$ cat src/rtl/ysyx_23060201_mem_arb.sv
// Shares the single pmem port between the IFU (read-only) and the LSU (read/write), one access at a time.
// Define YSYX_23060201_ARB_RR_EN for round-robin arbitration on ties; the default is fixed LSU priority.
module ysyx_23060201_mem_arb #(
    parameter int MEM_ADDR_WIDTH = 32,
    parameter int DATA_WIDTH     = 32,
    parameter int LATENCY        = 1
) (
    input  logic                      clk,
    input  logic                      rst_n,
    input  logic                      ifu_req_valid,
    output logic                      ifu_req_ready,
    input  logic [MEM_ADDR_WIDTH-1:0] ifu_raddr,
    output logic                      ifu_rsp_valid,
    input  logic                      ifu_rsp_ready,
    output logic [DATA_WIDTH-1:0]     ifu_rdata,
    input  logic                      lsu_req_valid,
    output logic                      lsu_req_ready,
    input  logic                      lsu_wen,
    input  logic [MEM_ADDR_WIDTH-1:0] lsu_addr,
    input  logic [DATA_WIDTH-1:0]     lsu_wdata,
    input  logic [7:0]                lsu_mask,
    output logic                      lsu_rsp_valid,
    input  logic                      lsu_rsp_ready,
    output logic [DATA_WIDTH-1:0]     lsu_rdata,
    output logic                      mem_ren,
    output logic [MEM_ADDR_WIDTH-1:0] mem_raddr,
    output logic [7:0]                mem_rmask,
    output logic                      mem_wen,
    output logic [MEM_ADDR_WIDTH-1:0] mem_waddr,
    output logic [7:0]                mem_wmask,
    output logic [DATA_WIDTH-1:0]     mem_wdata,
    input  logic [DATA_WIDTH-1:0]     mem_rdata,
    output logic                      busy,
    output logic [1:0]                dbg_state
);

    typedef enum logic [1:0] {
        IDLE   = 2'd0,
        ACCESS = 2'd1,
        RESP   = 2'd2
    } state_e;

    localparam int CW = $clog2(LATENCY) + 1;
    localparam logic [CW-1:0] CNT_LOAD = CW'(LATENCY - 1);

    state_e                    state_q;
    logic                      owner_lsu_q;
    logic [MEM_ADDR_WIDTH-1:0] addr_q;
    logic [7:0]                mask_q;
    logic [DATA_WIDTH-1:0]     wdata_q;
    logic                      wen_q;
    logic [CW-1:0]             cnt_q;
    logic [DATA_WIDTH-1:0]     rdata_q;
    logic                      gnt_ifu;
    logic                      gnt_lsu;
    logic                      rd_active;
    logic                      wr_active;
    logic                      rsp_taken;

`ifdef YSYX_23060201_ARB_RR_EN
    logic                      last_grant_q;  // 1 = LSU was granted last
`endif

    // Handshakes: a transfer happens on a posedge where valid and ready are both high;
    // req_ready is offered only in IDLE, and rsp_valid holds with stable data until rsp_ready.
    always_comb begin
        gnt_ifu = 1'b0;
        gnt_lsu = 1'b0;
        if (state_q == IDLE) begin
`ifdef YSYX_23060201_ARB_RR_EN
            if (ifu_req_valid && lsu_req_valid) begin
                gnt_lsu = ~last_grant_q;
                gnt_ifu = last_grant_q;
            end else begin
                gnt_lsu = lsu_req_valid;
                gnt_ifu = ifu_req_valid;
            end
`else
            gnt_lsu = lsu_req_valid;
            gnt_ifu = ifu_req_valid & ~lsu_req_valid;
`endif
        end
    end

    assign rsp_taken = owner_lsu_q ? lsu_rsp_ready : ifu_rsp_ready;

    always_ff @(posedge clk or negedge rst_n) begin
        if (!rst_n) begin
            state_q     <= IDLE;
            owner_lsu_q <= 1'b0;
            addr_q      <= '0;
            mask_q      <= '0;
            wdata_q     <= '0;
            wen_q       <= 1'b0;
            cnt_q       <= '0;
            rdata_q     <= '0;
`ifdef YSYX_23060201_ARB_RR_EN
            last_grant_q <= 1'b0;
`endif
        end else begin
            case (state_q)
                IDLE: begin
                    if (gnt_lsu) begin
                        owner_lsu_q <= 1'b1;
                        addr_q      <= lsu_addr;
                        mask_q      <= lsu_mask;
                        wdata_q     <= lsu_wdata;
                        wen_q       <= lsu_wen;
                        cnt_q       <= CNT_LOAD;
                        state_q     <= ACCESS;
                    end else if (gnt_ifu) begin
                        owner_lsu_q <= 1'b0;
                        addr_q      <= ifu_raddr;
                        mask_q      <= 8'h0F;
                        wdata_q     <= '0;
                        wen_q       <= 1'b0;
                        cnt_q       <= CNT_LOAD;
                        state_q     <= ACCESS;
                    end
`ifdef YSYX_23060201_ARB_RR_EN
                    if (gnt_lsu || gnt_ifu) last_grant_q <= gnt_lsu;
`endif
                end
                ACCESS: begin
                    if (cnt_q != '0) begin
                        cnt_q <= cnt_q - 1'b1;
                    end else begin
                        rdata_q <= wen_q ? '0 : mem_rdata;
                        state_q <= RESP;
                    end
                end
                RESP: begin
                    if (rsp_taken) state_q <= IDLE;
                end
                default: state_q <= IDLE;
            endcase
        end
    end

    // Reads drive the port every ACCESS cycle; a write fires only in the last one so it lands exactly once.
    assign rd_active = (state_q == ACCESS) && !wen_q;
    assign wr_active = (state_q == ACCESS) && wen_q && (cnt_q == '0);

    assign mem_ren   = rd_active;
    assign mem_raddr = rd_active ? addr_q : '0;
    assign mem_rmask = rd_active ? mask_q : '0;
    assign mem_wen   = wr_active;
    assign mem_waddr = wr_active ? addr_q : '0;
    assign mem_wmask = wr_active ? mask_q : '0;
    assign mem_wdata = wr_active ? wdata_q : '0;

    assign ifu_req_ready = gnt_ifu;
    assign lsu_req_ready = gnt_lsu;
    assign ifu_rsp_valid = (state_q == RESP) && !owner_lsu_q;
    assign lsu_rsp_valid = (state_q == RESP) && owner_lsu_q;
    assign ifu_rdata     = ifu_rsp_valid ? rdata_q : '0;
    assign lsu_rdata     = lsu_rsp_valid ? rdata_q : '0;

    assign busy      = (state_q != IDLE);
    assign dbg_state = state_q;

endmodule

$ cat config.mk
export PLATFORM = sky130hd
export DESIGN_NAME = ysyx_23060201_mem_arb
export DESIGN_NICKNAME = d
export VERILOG_FILES = /design/src/rtl/ysyx_23060201_mem_arb.sv
export SDC_FILE = /design/constraint.sdc
export NUM_CORES = 1
export LEC_CHECK = 0
export CORE_AREA = 2 2 127 129
export DETAILED_ROUTE_END_ITERATION = 7
export DIE_AREA = 0 0 129 131
export PLACE_DENSITY = 0.86
export SYNTH_ARGS = -nofsm -noshare
export SYNTH_HDL_FRONTEND = slang
export SYNTH_SLANG_ARGS = --single-unit
$ cat constraint.sdc
create_clock -name clk -period 2.6 [get_ports clk]
set_input_delay 0.26 -clock clk [delete_from_list [all_inputs] [get_ports clk]]
set_output_delay 0.26 -clock clk [all_outputs]
set_load 0.01 [all_outputs]
; Word level (Yosys, flattened, before mapping)
; Cells that the tools add are included.
; Widths: inputs -> output; s select.
[word_totals]
wordCells = 60
inputBits = 143
output_inout_bits = 185
regBits = 109
[classes]
add_sub_neg = 1
bitwise = 3
n_reduce_logical = 15
n_mux = 28
n_eq_ne = 5
[op_table]
columns = op, count
row1 = $mux 32, 10
row2 = $mux 8, 4
row3 = $mux 1, 8
row4 = $mux 2, 4
row5 = $pmux 2 s3, 1
row6 = $reduce_and 2->1, 3
row7 = $reduce_bool 2->1, 3
row8 = $logic_and 1x1->1, 5
row9 = $ne 2x2->1 const B, 2
row10 = $ne 3x3->1 const B, 1
row11 = $reduce_and 3->1, 1
row12 = $eq 2x1->1 const B, 1
row13 = $eq 2x2->1 const B, 1
row14 = $logic_not 1->1, 2
row15 = $logic_not 2->1, 1
row16 = $not 1->1, 2
row17 = $pmux 1 s2, 1
row18 = $and 1x1->1, 1
row19 = $sub 1x1->1 const B, 1

; Longest topological paths before layout
; Gate-level depths: netlist of run 1.
[logic_depth]
ltp_word = 6
depth_mapped = 6
depth_no_buf = 4

; Worst setup path before layout of run 1
; No wires, ideal clock.
[synth_path]
kind = reg-to-output
startpoint = reg state_q[1] (netlist: dbg_state[1])
endpoint = out mem_raddr[29]
path_stages_with_launch = 6
t_required_ps = 2340
n_path_buf = 2
setup_slack_ps = 1064
arrival_ps = 1276
path_cell_list = dfrtp_1 nand2b_1 buf_4 nor2_8 buf_2 and2_1
[synth_via]
elab_chain_len = 3
[synth_lines]
columns = element, line
row1 = "start, declared", 46  ; state_e state_q;
row2 = "start signal, assigned", 89  ; state_q <= IDLE;
row3 = "start signal, assigned", 110  ; state_q <= ACCESS;
row4 = "start signal, assigned", 118  ; state_q <= ACCESS;
row5 = $eq 2x1->1, 141  ; assign rd_active = (state_q == ACCESS) && !wen_q;
row6 = $logic_and 1x1->1, 141
row7 = net mem_ren, 25  ; output logic mem_ren,
row8 = $mux 32, 145  ; assign mem_raddr = rd_active ? addr_q : '0;
row9 = "end, declared", 26  ; output logic [MEM_ADDR_WIDTH-1:0] mem_raddr,
; The timed path passes the listed nets, and every way through them passes these cells.

; Worst setup path in the final report of run 1
[layout_path]
startpoint = reg state_q[1] (netlist: dbg_state[1])
endpoint = out mem_waddr[19]
[layout_via]
elab_chain_len = 4
[layout_lines]
columns = element, line
row1 = $eq 2x1->1, 142  ; assign wr_active = (state_q == ACCESS) && wen_q && (cnt_q == '0);
row2 = $logic_and 1x1->1 (2 in series), 142
row3 = $mux 32, 148  ; assign mem_waddr = wr_active ? addr_q : '0;
row4 = "end, declared", 29  ; output logic [MEM_ADDR_WIDTH-1:0] mem_waddr,
; Every way passes these cells.

==> results of run 1 <==
stage by stage:
step / worst slack (ns) / hold WS, ns
after global placement: 0.439 / 0.242
after CTS: 0.0666 / 0.432
after floorplan: 1.06 / -0.0356
after detailed placement: 0.357 / 0.256
after global routing: 0.00478 / 0.451
final: 0.122 / 0.419
synth_stat cells:
master | n | share of area, %
and2_1 | 176 | 19
dfrtp_1 | 108 | 48
a22o_1 | 69 | 11
mux2_2 | 36 | 7.2
mux2_4 | 25 | 6.6
buf_2 | 11 | 0.97
clkbuf_2 | 9 | 0.80
buf_4 | 8 | 1.1
buf_6 | 7 | 1.4
clkbuf_1 | 4 | 0.27
mux2_1 | 4 | 0.80
o22a_1 | 4 | 0.62
inv_1 | 2 | 0.13
inv_2 | 2 | 0.13
nand2b_1 | 2 | 0.22
nor2_2 | 2 | 0.22
nor2_8 | 2 | 0.71
a21o_1 | 1 | 0.13
inv_4 | 1 | 0.11
nand2_1 | 1 | 0.066
nand2_2 | 1 | 0.11
nor2_1 | 1 | 0.066
nor2_4 | 1 | 0.20
o21ai_0 | 1 | 0.088
o21ai_4 | 1 | 0.29
state kept, by name, indices dropped and copies added, names as in the netlist:
signal / cells
rdata_q: 32
wen_q: 1
mask_q: 8
owner_lsu_q: 1
wdata_q: 32
addr_q: 32
dbg_state: 2
how the worst max path moves through the flow:
stage,to,slack (ns),cells after the start
after global placement,mem_waddr[19],0.44,5
after floorplan,mem_raddr[29],1.06,5
after global routing,mem_waddr[19],0.005,5
after CTS,mem_wdata[11],0.07,5
final,mem_waddr[19],0.12,5
after detailed placement,mem_wdata[11],0.36,5
routing by layer:
layer / global-route usage [%] / up-vias / routed length [µm]
li1: - / 2255 / -
met1: 24.9 / 2291 / 7190
met2: 37.3 / 202 / 9360
met3: 4.80 / 24 / 1140
met4: 6.97 / 0 / 347
met5: 0 / - / 0
critical path: cells and delay by family, from the launching register on:
family                 cells  cell delay, ns
buffers and inverters      2            0.77
DFF                        1            0.43
and+or+nand+nor            3            0.66
final cells by class:
class,count,share of cell area [%]
sequential,108,28.9
clock inverter,4,0.281
tap,216,2.89
timing repair buffer,341,36.5
multi-input combinational,327,28.7
inverter,5,0.227
clock buffer,11,2.59
report_power, final:
part           total, mW  switching [mW]  internal [mW]
registers           3.14           0.639           2.50
clock network       1.28           0.610          0.671
logic               4.13            1.71           2.42
cell families after synthesis:
group / share of synthesized area (%)
and+or+nand+nor: 21.0
DFF: 47.7
muxes: 14.6
AOI/OAI and AO/OA: 11.8
buffers and inverters: 4.86
timing repair:
item                       CTS  global route
hold buffers                 1             0
gates resized for setup      1             1
hold endpoints to repair    30             0
cloned                       0             0
setup endpoints to repair    1             1
==> impl_metrics.toml, run 1 <==
[run_status]
status = "finished clean"

[drt]
drtIter0Drc = 182
wire_per_inst_um = 17.8
route.detailed.drc = 0
routed_wl_um = 18000
vias = 4772
ant_nets = 0
dr.pass1.iters = 4
vias_per_cell = 4.72

[final_layout]
multi_input_area_mm2 = 0.00269
final_layout_size_suffix_gt1_share_pct = 12.7
final_area_mm2 = 0.00937
layout_common_cells = "325 x clkdlybuf4s50_1, 176 x and2_1, 108 x dfrtp_1"
finish.utilization_pct = 60.0
final_common_cell = "clkdlybuf4s50_1"
ff_latch_area_mm2 = 0.00270
final.fill_count = 1312
nNetsFinal = 935
diodes = 0
final_cells = 1012
area_growth_pct = 65.4

[global_routing]
grt_pass1_wl_um = 27100
grt_pass1_vias = 4884
grt_overflow = 0
grt_max_degree = 53
grt_antenna_before_repair = 0
grt_usage_pct = 20.9

[setup_path]
reg2reg_to = "addr_q[5]$_DFFE_PN0P_"
path_class = "flip-flop to output pin"
crit_path_max_fanout = 44
cp-startpoint = "dbg_state[1]$_DFFE_PN0P_"
reg2reg_from = "dbg_state[0]$_DFFE_PN0P_"
crit_chain = "nand2b_2 > nor2_8 > buf_12 > and2_1 > clkdlybuf4s50_1"
cp.required_ns = 2.34
crit_arrival_ns = 2.22
slowest_delay_ns = 0.56
slowest_stage = "clkdlybuf4s50_1"
reg2reg_slack_ns = 0.85
crit_path_start_kind = "flip-flop"
cp-end-kind = "output pin"
r2r_cells = 4

[timing]
post-route-period-util_pct = 95.3
max-slew-margin-rel_pct = 60.1
drv_slew = 0
finClkSkew_ns = 0.00699
fmax_ghz = 0.403
setup_viol = 0
hold_viol = 0
grt_setup_unrepaired = "no"
tns_ns = 0
worst_pin_slew_ns = 0.599
post-route-min-period_ns = 2.48

[cts]
post_cts_buffers = 0
clock-sinks = 108
cts-root-buf = "clkbuf_16"
clk_pin_slew_ns = 0.07
cts_tree = "yes"
cts.path.max_buffers = 2
numCtsBuffers = 9
cts-htree-levels = 3
clkLatencyLatePin_ns = 0.34

[floorplanning]
start_util_pct = 36.3
io_pins = 328
core-area_mm2 = 0.0156
die_y_um = 131
dieArea_mm2 = 0.0169
rows = 46
die_x_um = 129

[worst_hold_path]
min_path_type = "primary input to async pin"

[power_and_ir_drop]
peakVddDrop_mv = 0.395
p_per_area_mw_per_mm2 = 913
finalPower_mw = 8.55
p_leak_nw = 3.96

[synth]
synthCells = 479
synthesis.nets = 622
synth_area_mm2 = 0.00566
yosys_register_bits = 108
ys_warn_count = 0
synth_seq_area_share_pct = 47.7
synth_cell_type_count = 25
syn_area_per_cell_um2 = 11.8

[run]
drv_cap = 0

[placement]
port_buffers = 327
placed_area_mm2 = 0.00908
dp_hpwl_um = 13600
dp_cells = 996
place.gp.congestion = 0.843
Power figures use the tool's default switching activity.
==> run 2, diff against run 1 <==
--- a/config.mk
+++ b/config.mk
@@ -5,10 +5,13 @@
 export SDC_FILE = /design/constraint.sdc
 export NUM_CORES = 1
 export LEC_CHECK = 0
-export CORE_AREA = 2 2 127 129
+export CELL_PAD_IN_SITES_DETAIL_PLACEMENT = 1
+export CELL_PAD_IN_SITES_GLOBAL_PLACEMENT = 1
+export CORE_MARGIN = 2
+export CORE_UTILIZATION = 31
+export CTS_BUF_LIST = sky130_fd_sc_hd__clkbuf_4
 export DETAILED_ROUTE_END_ITERATION = 7
-export DIE_AREA = 0 0 129 131
-export PLACE_DENSITY = 0.86
+export PLACE_DENSITY_LB_ADDON = 0.1
 export SYNTH_ARGS = -nofsm -noshare
 export SYNTH_HDL_FRONTEND = slang
 export SYNTH_SLANG_ARGS = --single-unit
==> run 2 against run 1 <==
  * Flip-flop and latch count did not move
  * Largest power group unchanged
  * Via count rose by 2.5%
  * Critical path type unchanged
  * Hold slack got worse by 0.10 ns
  * Clock skew rose by 0.013 ns
  * First-iteration DRC count fell by 36%
  * Sequential share of layout area rose by 0.22 points
  * Clock-buffer cell count fell by 2
==> impl_metrics.toml, run 2 (synthesis results as in run 1) <==
[run_status]
status = "finished clean"

[drt]
wire_per_inst_um = 19.2
drtIter0Drc = 117
route.detailed.drc = 0
routed_wl_um = 19800
dr.pass1.iters = 5
vias = 4889
vias_per_cell = 4.75
ant_nets = 0

[worst_hold_path]
min_path_type = "primary input to async pin"

[final_layout]
final_layout_size_suffix_gt1_share_pct = 13.2
final_common_cell = "clkdlybuf4s50_1"
final.fill_count = 1918
top_regs = "addr_q (32), rdata_q (32), wdata_q (32)"
area_growth_pct = 64.3
final_cells = 1029
layout_common_cells = "325 x clkdlybuf4s50_1, 176 x and2_1, 106 x dfrtp_1"
nNetsFinal = 936
finish.utilization_pct = 51.8
final_area_mm2 = 0.00930

[global_routing]
met1_usage_pct = 23.4
top_usage_layer = "met2"
grt_pass1_vias = 5378
use_met3_pct = 4.87
grt_usage_pct = 20.2
grt_pass1_wl_um = 30800
groute.layer.met2.usage_pct = 36.7
grt_max_degree = 47
grt_overflow = 0
grt_antenna_before_repair = 2

[timing]
worst_pin_slew_ns = 0.627
tns_ns = 0
max-slew-margin-rel_pct = 58.2
fmax_ghz = 0.406
post-route-min-period_ns = 2.47
hold_viol = 0
setup_viol = 0
drv_slew = 0
grt_setup_unrepaired = "no"
post-route-period-util_pct = 94.8
finClkSkew_ns = 0.0202

[floorplanning]
io_pins = 328
dieArea_mm2 = 0.0194
die_y_um = 139
rows = 49
start_util_pct = 31.5
die_x_um = 139
core-area_mm2 = 0.0180

[cts]
cts.path.max_buffers = 2
cts_tree = "yes"
clk_pin_slew_ns = 0.17
numCtsBuffers = 9
cts-root-buf = "clkbuf_4"
clkLatencyLatePin_ns = 0.47
cts-htree-levels = 3
clock-sinks = 108

[setup_path]
cp-startpoint = "dbg_state[1]$_DFFE_PN0P_"
crit_path_max_fanout = 37
cp.required_ns = 2.34
reg2reg_slack_ns = 0.73
slowest_stage = "clkdlybuf4s50_1"
slowest_delay_ns = 0.58
r2r_cells = 5
path_class = "flip-flop to output pin"
crit_arrival_ns = 2.21
crit_chain = "nand2b_4 > nor2_8 > buf_12 > and2_1 > clkdlybuf4s50_1"
cp-end-kind = "output pin"
reg2reg_to = "addr_q[0]$_DFFE_PN0P_"
reg2reg_from = "dbg_state[0]$_DFFE_PN0P_"
crit_path_start_kind = "flip-flop"

[power_and_ir_drop]
swShare_pct = 36.8
combPwrFrac_pct = 52.3
seq_power_share_pct = 37.7
p_clk_share_pct = 10.0
p_switching_mw = 3.02
p_leak_nw = 3.91
finalPower_mw = 8.21
internal_power_mw = 5.19
peakVddDrop_mv = 0.323
p_per_area_mw_per_mm2 = 882

[run]
drv_cap = 0

[placement]
dp_cells = 1007
dp_hpwl_um = 14800
place.gp.congestion = 0.782
port_buffers = 327
placed_area_mm2 = 0.00910
## run 2: what timing repair did
item | in CTS | in global routing
endpoints found under the hold margin | 44 | 0
gates resized for setup | 3 | 6
setup buffers | 1 | 1
setup endpoints to repair | 104 | 108
gates cloned | 1 | 0
hold buffers | 1 | 0
## run 2: final cells by class
type	instances	area, µm²	area share (%)
timing repair buffer	342	3470	37.3
sequential	108	2710	29.1
multi-input combinational	327	2690	28.9
tap	229	287	3.08
clock buffer	9	67.6	0.726
clock inverter	7	55.1	0.592
inverter	5	21.3	0.229
antenna	2	5.00	0.0538
## run 2: through the flow
stage / setup WS, ns / hold WS, ns
floorplan: 1.06 / -0.0356
global placement: 0.490 / 0.311
detailed placement: 0.451 / 0.314
CTS: 0.00777 / 0.302
global route: 0.00157 / 0.332
finish: 0.134 / 0.317
## run 2: routing by layer
metal | share of wire (%) | vias up | wire length [µm]
met3 | 6.2 | 21 | 1230
met5 | 0 | - | 0
met2 | 52 | 185 | 10300
met4 | 2.0 | 0 | 389
li1 | - | 2261 | -
met1 | 40 | 2422 | 7860
## run 2: power groups by stage
stage	Clock, mW	Sequential [mW]	Combinational, mW
after CTS	0.869	3.11	4.36
after floorplan	0	2.88	2.54
final	0.820	3.09	4.30
after global placement	0	3.10	4.17
after detailed placement	0	3.13	4.27
after global routing	0.921	3.21	4.63
## run 2: worst max-delay path, delay by kind of cell, from the launching register on
family        cells  cell delay, ns
simple gates      3            0.52
buf+inv           2            0.79
flops             1            0.43
## run 2: worst max path at each step
stage / endpoint / slack (ns) / depth (start not counted)
finish: mem_wmask[2] / 0.13 / 5
global route: lsu_rdata[1] / 0.002 / 5
CTS: mem_waddr[9] / 0.008 / 5
detailed placement: mem_wmask[1] / 0.45 / 5
global placement: mem_wmask[1] / 0.49 / 5
floorplan: mem_raddr[29] / 1.06 / 5
